`config.mk`:
```
export PLATFORM = sky130hd
export DESIGN_NAME = karatsuba_mul_sequencer_flat
export DESIGN_NICKNAME = d
export VERILOG_FILES = /design/src/rtl/karatsuba_mul_sequencer_pkg.sv /design/src/rtl/karatsuba_mul_sequencer_if.sv /design/src/rtl/karatsuba_mul_sequencer.sv /design/src/flat_wrapper.sv
export SDC_FILE = /design/constraint.sdc
export NUM_CORES = 1
export LEC_CHECK = 0
export ABC_CLOCK_PERIOD_IN_PS = 1500
export CAP_MARGIN = 0
export CORE_ASPECT_RATIO = 0.8
export CORE_MARGIN = 4
export CORE_UTILIZATION = 52
export DETAILED_ROUTE_END_ITERATION = 6
export DONT_BUFFER_PORTS = 1
export PLACE_DENSITY = 0.7
export SYNTH_ARGS = -nofsm -noshare
export SYNTH_HDL_FRONTEND = slang
export SYNTH_SLANG_ARGS = --single-unit
```
`constraint.sdc`:
```
create_clock -name clk -period 1.5 [get_ports clk]
set_input_delay 0.3 -clock clk [delete_from_list [all_inputs] [get_ports clk]]
set_output_delay 0.3 -clock clk [all_outputs]
set_load 0.01 [all_outputs]
```
`src/rtl/karatsuba_mul_sequencer_pkg.sv`:
```
// karatsuba_mul_sequencer_pkg: shared widths and one-hot state encoding for the multiplier sequencer
package karatsuba_mul_sequencer_pkg;
  localparam int DATA_W = 32;
  localparam int PROD_W = 2 * DATA_W;
  localparam int CNT_W  = 4;
  typedef enum logic [3:0] {
    S_IDLE  = 4'b0001,
    S_CLEAR = 4'b0010,
    S_RUN   = 4'b0100,
    S_DONE  = 4'b1000
  } state_t;
endpackage

```
`src/rtl/karatsuba_mul_sequencer_if.sv`:
```
// karatsuba_mul_sequencer_if: operand input and product output valid/ready channels (master = producer/consumer side, slave = sequencer)
interface karatsuba_mul_sequencer_if
  import karatsuba_mul_sequencer_pkg::*;
#(
  parameter int W = DATA_W
) ();
  logic           in_valid;
  logic           in_ready;
  logic [W-1:0]   in_a;
  logic [W-1:0]   in_b;
  logic           out_valid;
  logic           out_ready;
  logic [2*W-1:0] out_p;
  modport master (
    output in_valid, in_a, in_b, out_ready,
    input  in_ready, out_valid, out_p
  );
  modport slave (
    input  in_valid, in_a, in_b, out_ready,
    output in_ready, out_valid, out_p
  );
endinterface

```
`src/rtl/karatsuba_mul_sequencer.sv`:
```
// karatsuba_mul_sequencer: accepts operands, runs the iterative multiplier for MUL_LAT cycles, holds the product in a valid/ready slot; ports: clk/rst, bus (slave), mul_* to/from multiplier, busy, op_count
module karatsuba_mul_sequencer
  import karatsuba_mul_sequencer_pkg::*;
#(
  parameter int MUL_LAT = 5,
  parameter int W       = DATA_W
) (
  input  logic                       clk,
  input  logic                       rst,
  karatsuba_mul_sequencer_if.slave   bus,
  output logic                       mul_rst,
  output logic                       mul_enable,
  output logic [W-1:0]               mul_a,
  output logic [W-1:0]               mul_b,
  input  logic [2*W-1:0]             mul_c,
  output logic                       busy,
  output logic [15:0]                op_count
);
  state_t           state_q, state_d;
  logic [CNT_W-1:0] cnt_q, cnt_d;
  logic [W-1:0]     mul_a_q, mul_a_d, mul_b_q, mul_b_d;
  logic             out_valid_q, out_valid_d;
  logic [2*W-1:0]   out_p_q, out_p_d;
  logic [15:0]      op_count_q, op_count_d;
  logic             accept, fire, capture;
  assign accept  = bus.in_valid && state_q == S_IDLE;
  assign fire    = out_valid_q && bus.out_ready;
  // DONE may only overwrite the slot when it is empty or being drained this cycle
  assign capture = state_q == S_DONE && (!out_valid_q || bus.out_ready);
  always_ff @(posedge clk) begin
    if (rst) begin
      state_q     <= S_IDLE;
      cnt_q       <= '0;
      mul_a_q     <= '0;
      mul_b_q     <= '0;
      out_valid_q <= 1'b0;
      out_p_q     <= '0;
      op_count_q  <= '0;
    end else begin
      state_q     <= state_d;
      cnt_q       <= cnt_d;
      mul_a_q     <= mul_a_d;
      mul_b_q     <= mul_b_d;
      out_valid_q <= out_valid_d;
      out_p_q     <= out_p_d;
      op_count_q  <= op_count_d;
    end
  end
  always_comb begin
    state_d = S_IDLE;
    case (state_q)
      S_IDLE:  state_d = accept ? S_CLEAR : S_IDLE;
      S_CLEAR: state_d = S_RUN;
      S_RUN:   state_d = cnt_q == '0 ? S_DONE : S_RUN;
      S_DONE:  state_d = capture ? S_IDLE : S_DONE;
      default: state_d = S_IDLE;
    endcase
  end
  always_comb begin
    cnt_d       = state_q == S_CLEAR ? CNT_W'(MUL_LAT - 1) :
                  state_q == S_RUN   ? cnt_q - CNT_W'(1) : cnt_q;
    mul_a_d     = accept ? bus.in_a : mul_a_q;
    mul_b_d     = accept ? bus.in_b : mul_b_q;
    out_valid_d = capture || (out_valid_q && !bus.out_ready);
    out_p_d     = capture ? mul_c : out_p_q;
    op_count_d  = op_count_q + 16'(fire);
  end
  always_comb begin
    bus.in_ready = state_q == S_IDLE;
    mul_rst      = rst || state_q == S_CLEAR;
    mul_enable   = state_q == S_RUN;
    busy         = state_q != S_IDLE;
  end
  assign mul_a         = mul_a_q;
  assign mul_b         = mul_b_q;
  assign bus.out_valid = out_valid_q;
  assign bus.out_p     = out_p_q;
  assign op_count      = op_count_q;
endmodule

```
`src/flat_wrapper.sv`:
```
// flat-port wrapper written by rule: the top's interface ports become plain ports
module karatsuba_mul_sequencer_flat import karatsuba_mul_sequencer_pkg::*;
#(
  parameter int MUL_LAT = 5,
  parameter int W       = DATA_W
)
  (clk, rst, mul_rst, mul_enable, mul_a, mul_b, mul_c, busy, op_count, bus_in_valid, bus_in_a, bus_in_b, bus_out_ready, bus_in_ready, bus_out_valid, bus_out_p);
  karatsuba_mul_sequencer_if #(.W(W)) bus_i ();
  input  logic clk;
  input  logic rst;
  output logic mul_rst;
  output logic mul_enable;
  output logic [W-1:0] mul_a;
  output logic [W-1:0] mul_b;
  input  logic [2*W-1:0] mul_c;
  output logic busy;
  output logic [15:0] op_count;
  input wire logic [$bits(bus_i.in_valid)-1:0] bus_in_valid;
  input wire logic [$bits(bus_i.in_a)-1:0] bus_in_a;
  input wire logic [$bits(bus_i.in_b)-1:0] bus_in_b;
  input wire logic [$bits(bus_i.out_ready)-1:0] bus_out_ready;
  output wire logic [$bits(bus_i.in_ready)-1:0] bus_in_ready;
  output wire logic [$bits(bus_i.out_valid)-1:0] bus_out_valid;
  output wire logic [$bits(bus_i.out_p)-1:0] bus_out_p;
  assign bus_i.in_valid = bus_in_valid;
  assign bus_i.in_a = bus_in_a;
  assign bus_i.in_b = bus_in_b;
  assign bus_i.out_ready = bus_out_ready;
  assign bus_in_ready = bus_i.in_ready;
  assign bus_out_valid = bus_i.out_valid;
  assign bus_out_p = bus_i.out_p;
  karatsuba_mul_sequencer #(.MUL_LAT(MUL_LAT), .W(W)) u_core (.clk(clk), .rst(rst), .bus(bus_i), .mul_rst(mul_rst), .mul_enable(mul_enable), .mul_a(mul_a), .mul_b(mul_b), .mul_c(mul_c), .busy(busy), .op_count(op_count));
endmodule
```
; ---- Yosys cells after proc, flatten, opt, wreduce, memory -nomap -nowiden
; Index checks and enable logic that the tools add are counted.
[totals]
register_bits = 153
latch_bits = 0
ram_bits = 0
romBits = 0
mem_count = 0
[classes]
n_addsub = 2
mul = 0
div = 0
n_lt_le_gt_ge = 0
n_eq_ne = 5
shift = 0
mux = 6
bitwise = 0
reduce_logical = 12
[op_table]
columns = cell, n
row1 = 16-bit by 1-bit adder with 16-bit output, 1
row2 = 4-bit one-hot mux with 4 select lines, 1
row3 = 4-bit two-way mux, 2
row4 = 3-bit two-way mux, 2
row5 = "4-bit by 1-bit == test with 1-bit output, second input constant", 1
row6 = "4-bit by 2-bit == test with 1-bit output, second input constant", 1
row7 = "4-bit by 3-bit == test with 1-bit output, second input constant", 1
row8 = "4-bit == test, second input constant", 1
row9 = 1-bit logical AND, 4
row10 = 4-bit logical NOT, 1
row11 = "4-bit by 1-bit != test with 1-bit output, second input constant", 1
row12 = "4-bit by 1-bit subtractor with 4-bit output, second input constant", 1
row13 = 1-bit logical OR, 3
row14 = 1-bit logical NOT, 2
row15 = 2-bit two-way mux, 1
row16 = 2-bit nonzero test, 1
row17 = 2-bit OR reduction, 1

; ---- Logic depth before layout (Yosys ltp)
; Gate-level depths: netlist of run 1.
[logic_depth]
ltp_word = 5
ltp_mapped = 7
ltp_nobuf = 7

; ---- Least setup slack after synthesis of run 1
; Ideal clock, no wire load.
[synth_path]
path_kind = register -> register
startpoint = register u_core.state_q[1]
endpoint = register u_core.mul_a_q[10] (netlist: u_core.mul_a[10])
setup_ns = 0.140
t_arrival_ns = 1.520
required_time_ns = 1.360
setup_slack_ns = -0.160
path_stages_with_launch = 8
synth_period_minus_slack_ns = 1.660
cell_sequence = dfxtp_1 > or4b_4 > inv_2 > nand2_1 > buf_2 > buf_2 > nand2_1 > a21oi_2
[synth_via]
elab_chain_len = 2
[synth_rtl]
columns = item, line_no
row1 = "start, declared", karatsuba_mul_sequencer.sv:19  ; state_t state_q, state_d;
row2 = "start signal, assigned", karatsuba_mul_sequencer.sv:40  ; state_q <= state_d;
row3 = 4-bit by 1-bit == test with 1-bit output, --
row4 = named net bus_in_ready, flat_wrapper.sv:22  ; output wire logic [$bits(bus_i.in_ready)-1:0] bus_in_ready;
row5 = 1-bit logical AND, karatsuba_mul_sequencer.sv:26  ; assign accept = bus.in_valid && state_q == S_IDLE;
row6 = "end signal, assigned", karatsuba_mul_sequencer.sv:42  ; mul_a_q <= mul_a_d;
row7 = "end, declared", karatsuba_mul_sequencer.sv:21  ; logic [W-1:0] mul_a_q, mul_a_d, mul_b_q, mul_b_d;
; The timed path passes the listed nets, and every way through them passes these cells.
; A chain may end at the register's enable or synchronous reset.

; ---- Final worst setup path of run 1
[layout_path]
startpoint = register u_core.state_q[2]
endpoint = output bus_in_ready
[layout_via]
elab_chain_len = 1
[layout_rtl]
columns = item, line_no
row1 = 4-bit by 1-bit == test with 1-bit output, karatsuba_mul_sequencer.sv:69  ; bus.in_ready = state_q == S_IDLE;
row2 = "end, declared", flat_wrapper.sv:22
; No other way between the ends.

==> results of run 1 <==
-- power groups by stage --
| stage | clock (mW) | sequential, mW | combinational [mW] |
|---|---|---|---|
| 2_1_floorplan | 0 | 4.42 | 0.537 |
| 3_3_place_gp | 0 | 4.46 | 0.488 |
| 3_5_place_dp | 0 | 4.46 | 0.518 |
| 4_1_cts | 4.90 | 4.37 | 0.593 |
| 5_1_grt | 5.08 | 4.39 | 0.792 |
| 6_report | 4.85 | 4.37 | 0.734 |
-- cell type report --
cell class | count | area [um2]
clock buffer | 18 | 429
clock inverter | 13 | 241
fill | 798 | 3250
inverter | 5 | 21.3
multi-input combinational | 481 | 2670
sequential | 153 | 3070
tap | 140 | 175
timing repair buffer | 49 | 641
-- sequential cells by signal (all words and copies together) (netlist names) --
register              flops
u_core.mul_a             32
u_core.mul_b             32
u_core.bus.out_p         64
u_core.bus.out_valid      1
u_core.state_q            4
u_core.op_count          16
u_core.cnt_q              4
-- final timing paths --
| kind | from | end | slack, ps | cells past startpoint |
|---|---|---|---|---|
| setup / recovery | u_core.state_q[2]$_SDFF_PP0_ | bus_in_ready | -260 | 3 |
| hold / removal | rst | u_core.op_count[12]$_SDFF_PP0_ | -40 | 1 |
| setup reg to reg | u_core.state_q[2]$_SDFF_PP0_ | u_core.mul_a[31]$_SDFFE_PP0P_ | -240 | 7 |
| hold reg to reg | u_core.bus.out_p[25]$_SDFFE_PP0P_ | u_core.bus.out_p[25]$_SDFFE_PP0P_ | 510 | 2 |
-- cell families after synthesis --
family | share of synthesized area
muxes | 0.00197
buffers and inverters | 0.0557
xor gates and xnor gates | 0.0215
AOI/OAI and AO/OA | 0.141
adders and majority gates | 0.0110
DFF | 0.537
and+or+nand+nor | 0.232
-- layout by cell type, fill, tap and decap left out, drive strengths merged, types with 3 or more instances in the layout --
cell type,Yosys,final
inv,5,9
nor3,5,5
dfxtp,153,153
nand4,4,4
nor2,22,22
bufinv,0,6
nand3,6,6
xnor2,10,10
buf,21,42
a21oi,132,132
and2,4,5
xor2,4,4
ha,5,5
clkbuf,24,22
a211oi,3,3
nor4b,3,3
o21ai,3,3
nand2,264,264
nor2b,3,3
nor4,3,3
-- worst register-to-register path: cells and delay by family (launching register included) --
kind / cells / cell delay, ps
and+or+nand+nor: 3 / 830
AOI/OAI and AO/OA: 1 / 170
DFF: 1 / 320
buffers and inverters: 3 / 360
-- routing by layer --
| metal | part of all wire | GRT usage | up-vias |
|---|---|---|---|
| li1 | - | - | 2261 |
| met1 | 0.37 | 0.262 | 2220 |
| met2 | 0.52 | 0.406 | 239 |
| met3 | 0.095 | 0.0959 | 17 |
| met4 | 0.011 | 0.0733 | 0 |
| met5 | 0 | 0 | - |
-- repair_timing --
item                                   4_1_cts  5_1_grt
resized for setup                           28       48
setup endpoints to repair                  133      141
buffers inserted                             3        1
pin swaps                                    4       23
cloned                                       4        8
endpoints found under the hold margin      147      147
==> results.yml, run 1 <==
outcome:
  status: "finished with violations"
  violations: "negative hold slack, negative setup slack"
clock_network:
  cts_root_buf: "clkbuf_16"
  insertion_delay_ps: 410
  clock-sinks: 153
  cts_buffers: 17
  hold_buffers: 1
  clk_pin_slew_worst_paths_ps: 60
  cts_tree: "done"
  h-tree-depth: 4
  clock_path_buffers: 2
worst_setup_path:
  slowest_stage: "or4b_4"
  crit_fanout: 2
  critPathKind: "reg2out"
  required_ps: 1200
  critPathBufInv: 2
  critPathTopFamily: "simple AND/OR/NAND/NOR gates"
  cp_cell_sequence: "or4b_4 -> inv_4 -> buf_6"
  start_kind: "flop"
  slowest_delay_ps: 550
  critPathArrivalTime_ps: 1460
  cp-end-kind: "output pin"
route:
  antenna_left: 0
  wirelength_um: 16600
  post_drt_wl_per_cell_um: 19.4
  drtPass1Iterations: 6
  drc_errors: 0
  drtIter0Drc: 303
  dr_total_vias: 4737
  viasPerCell: 5.51
logic_synthesis:
  async_flop_share: 0
  yosys.area.top_type: "dfxtp_1"
  synth-seq-cells: 153
  ys_seq_area_frac: 0.537
  synth_top_area_share: 0.537
  synth_ff_type: "dfxtp_1"
  synth-edff-count: 0
  synth_commonest_cells: "254 x nand2_1, 153 x dfxtp_1, 108 x a21oi_1"
  syn_area_um2: 5700
  synth_area_per_cell_um2: 8.35
  synth_area_leaders: "dfxtp_1 54%, nand2_1 17%, a21oi_1 9.5%, a21oi_2 3.7%, buf_12 2.5%"
  syn_nets: 820
  synth_cells: 683
  yosysUniqueCellTypes: 34
  yosysMostFrequentCell: "nand2_1"
  synth_warnings: 0
floorplan:
  row_count: 33
  fp.coreArea_um2: 10500
  fp.dieArea_um2: 12700
  die_y_um: 102
  die_w_um: 125
  ioPinCount: 281
  initial_core_util: 0.544
cells_and_area:
  drive_gt1_frac: 0.260
  area_growth_pct: 26.9
  postLayoutCoreUtil: 0.690
  antennaDiodeCount: 0
  design_area_um2: 7240
  layout.cells.non_filler: 859
  num-nets-final: 844
global_routing:
  antenna_found_initial: 0
  grt_remaining_overflow: 0
  grt_pass1_wl_um: 23700
  global_route.usage.total: 0.232
  grt_pass1_vias: 4588
  grt_start_max_net_pins: 152
power:
  sequentialPowerShare: 0.439
  power_per_cell_area_nw_per_um2: 1380
  switching_share: 0.228
  irDropWorstVdd_v: 0.000976
  power.leakage_nw: 2.57
  p_clk_frac: 0.487
  p_sw_mw: 2.27
  combPwrFrac: 0.074
  p_int_mw: 7.69
  p_total_mw: 9.96
sta:
  period_needed_ps: 1760
  fmax_ghz: 0.570
  finalHoldViolCount: 4
  fin_crit_sh: 1.17
  layout_setup_ws_ps: -255
  finalSetupViolations: 99
  skew_ps: 10.0
  whs_ps: -39.8
  drv_slew: 0
  rsz0062_at_grt: "yes"
  worst_pin_slew_ps: 391
  fin_setup_tns_ps: -17190
  slew_headroom: 0.738
min_path:
  hold_class: "in2reg"
placed_design:
  post-place-ws_ps: -204
  port_buffers: 0
  place_hpwl_um: 10800
  gp_congestion: 0.837
  place_inst: 814
  placed_area_um2: 6020
job:
  maxCapViolCount: 0
Note: power is estimated with default switching activity, not from simulation.
==> inputs of run 2 (changes only) <==
--- a/config.mk
+++ b/config.mk
@@ -5,14 +5,15 @@
 export SDC_FILE = /design/constraint.sdc
 export NUM_CORES = 1
 export LEC_CHECK = 0
-export ABC_CLOCK_PERIOD_IN_PS = 1500
+export ABC_CLOCK_PERIOD_IN_PS = 1980
 export CAP_MARGIN = 0
 export CORE_ASPECT_RATIO = 0.8
 export CORE_MARGIN = 4
 export CORE_UTILIZATION = 52
 export DETAILED_ROUTE_END_ITERATION = 6
 export DONT_BUFFER_PORTS = 1
-export PLACE_DENSITY = 0.7
+export PLACE_DENSITY = 0.67
 export SYNTH_ARGS = -nofsm -noshare
 export SYNTH_HDL_FRONTEND = slang
 export SYNTH_SLANG_ARGS = --single-unit
+export TNS_END_PERCENT = 30
==> constraint.sdc (replaced) <==
create_clock -name clk -period 1.98 [get_ports clk]
set_input_delay 0.396 -clock clk [delete_from_list [all_inputs] [get_ports clk]]
set_output_delay 0.396 -clock clk [all_outputs]
set_load 0.01 [all_outputs]
==> results.yml, run 2 (synthesis results as in run 1) <==
outcome:
  status: "completed"
sta:
  worst_pin_slew_ps: 503
  rsz0062_at_grt: "no"
  period_needed_ps: 1900
  fmax_ghz: 0.527
  layout_setup_ws_ps: 83.7
  slew_headroom: 0.660
  finalSetupViolations: 0
  fin_crit_sh: 0.958
  skew_ps: 9.13
  fin_setup_tns_ps: 0
  whs_ps: 56.6
  drv_slew: 0
  finalHoldViolCount: 0
route:
  dr_total_vias: 4459
  drtIter0Drc: 248
  wirelength_um: 14000
  antenna_left: 0
  drc_errors: 0
  drtPass1Iterations: 4
  viasPerCell: 5.42
  post_drt_wl_per_cell_um: 17.0
placed_design:
  gp_congestion: 0.822
  placed_area_um2: 5740
  place_hpwl_um: 10100
  port_buffers: 0
  post-place-ws_ps: 168
global_routing:
  global_route.usage.total: 0.211
  grt_util_met2: 0.363
  grt_pass1_wl_um: 21700
  grt_remaining_overflow: 0
  grt_use_met1: 0.233
  antenna_found_initial: 0
  use_met3: 0.0838
  grt-busiest-layer: "met2"
  grt_pass1_vias: 4272
  grt_start_max_net_pins: 152
power:
  irDropWorstVdd_v: 0.000568
  power_per_cell_area_nw_per_um2: 1110
  power.leakage_nw: 2.18
worst_setup_path:
  critPathTopFamily: "simple AND/OR/NAND/NOR gates"
  cp-end-kind: "output pin"
  cp_cell_sequence: "or4b_4 -> inv_2"
  critPathBufInv: 1
  slowest_stage: "or4b_4"
  start_kind: "flop"
  required_ps: 1580
  critPathKind: "reg2out"
  slowest_delay_ps: 580
  critPathArrivalTime_ps: 1500
  crit_fanout: 6
floorplan:
  initial_core_util: 0.544
  die_w_um: 125
  ioPinCount: 281
  die_y_um: 102
  row_count: 33
  fp.coreArea_um2: 10500
  fp.dieArea_um2: 12700
min_path:
  hold_class: "in2reg"
clock_network:
  post-cts-setup-buffer-count: 0
  cts_root_buf: "clkbuf_16"
  insertion_delay_ps: 410
  h-tree-depth: 4
  clock_path_buffers: 2
  cts_tree: "done"
  clk_pin_slew_worst_paths_ps: 60
  cts_buffers: 17
  clock-sinks: 153
cells_and_area:
  final_common_cell: "nand2_1"
  fill_cells: 927
  seq_area_um2: 3060
  antennaDiodeCount: 0
  largest_reg_flops: 64
  num-nets-final: 808
  design_area_um2: 6380
  drive_gt1_frac: 0.129
  multiInputGateArea_um2: 2330
  final_cell_mix: "252 x nand2_1, 153 x dfxtp_1, 108 x a21oi_1"
  area_growth_pct: 11.8
job:
  maxCapViolCount: 0
-- run 2: cell count changes in the layout (fill, tap and decap cells not counted), moves of 4 or more --
cell and delta:
a21oi_1 +25, a21oi_2 -25, nand2_1 +24, buf_4 -16, nand2_2 -15, nand2_4 -8, buf_6 -5, clkbuf_16 -4
dfxtp_1 +4, dfxtp_2 -4
-- run 2: final cells by class --
cell class	count	area share
multi-input cells	480	0.366
repair buffers	14	0.0243
clock buffers	18	0.0689
clock inverters	13	0.0304
flip-flops and latches	153	0.480
well taps	140	0.0275
inverters	5	0.00294
-- run 2: final timing paths --
| check | startpoint | cells past startpoint | slack (ps) | to |
|---|---|---|---|---|
| max reg2reg | u_core.state_q[3]$_SDFF_PP0_ | 6 | 150 | u_core.mul_b[22]$_SDFFE_PP0P_ |
| max | u_core.state_q[3]$_SDFF_PP0_ | 2 | 80 | bus_in_ready |
| min | rst | 1 | 60 | u_core.bus.out_p[58]$_SDFFE_PP0P_ |
| min reg2reg | u_core.bus.out_p[58]$_SDFFE_PP0P_ | 2 | 500 | u_core.bus.out_p[58]$_SDFFE_PP0P_ |
-- run 2: through the flow --
stage               power, mW   util  std cells
floorplan                3.73      -        683
global placement         3.70  0.547        792
detailed placement       3.72  0.547        792
CTS                      7.13  0.608        823
global route             7.31  0.608        823
finish                   7.06  0.608        823
-- run 2: routing by layer --
layer,share of wire,wire [um],vias to the layer above
met3,0.099,1380,23
met1,0.38,5280,2050
li1,-,-,2193
met4,0.021,295,0
met2,0.50,7060,193
met5,0,0,-
-- run 2: report_power, final --
part | internal, mW | switching [mW] | leakage [nW] | total, mW
registers | 3.19 | 0.128 | 1.24 | 3.31
clock network | 2.15 | 1.26 | 0.296 | 3.41
logic | 0.134 | 0.200 | 0.645 | 0.333
-- run 2: what timing repair did --
item / in CTS / in global routing
endpoints found under the setup margin: 0 / 1
gates resized for setup: 0 / 1
hold buffers: 0 / 0
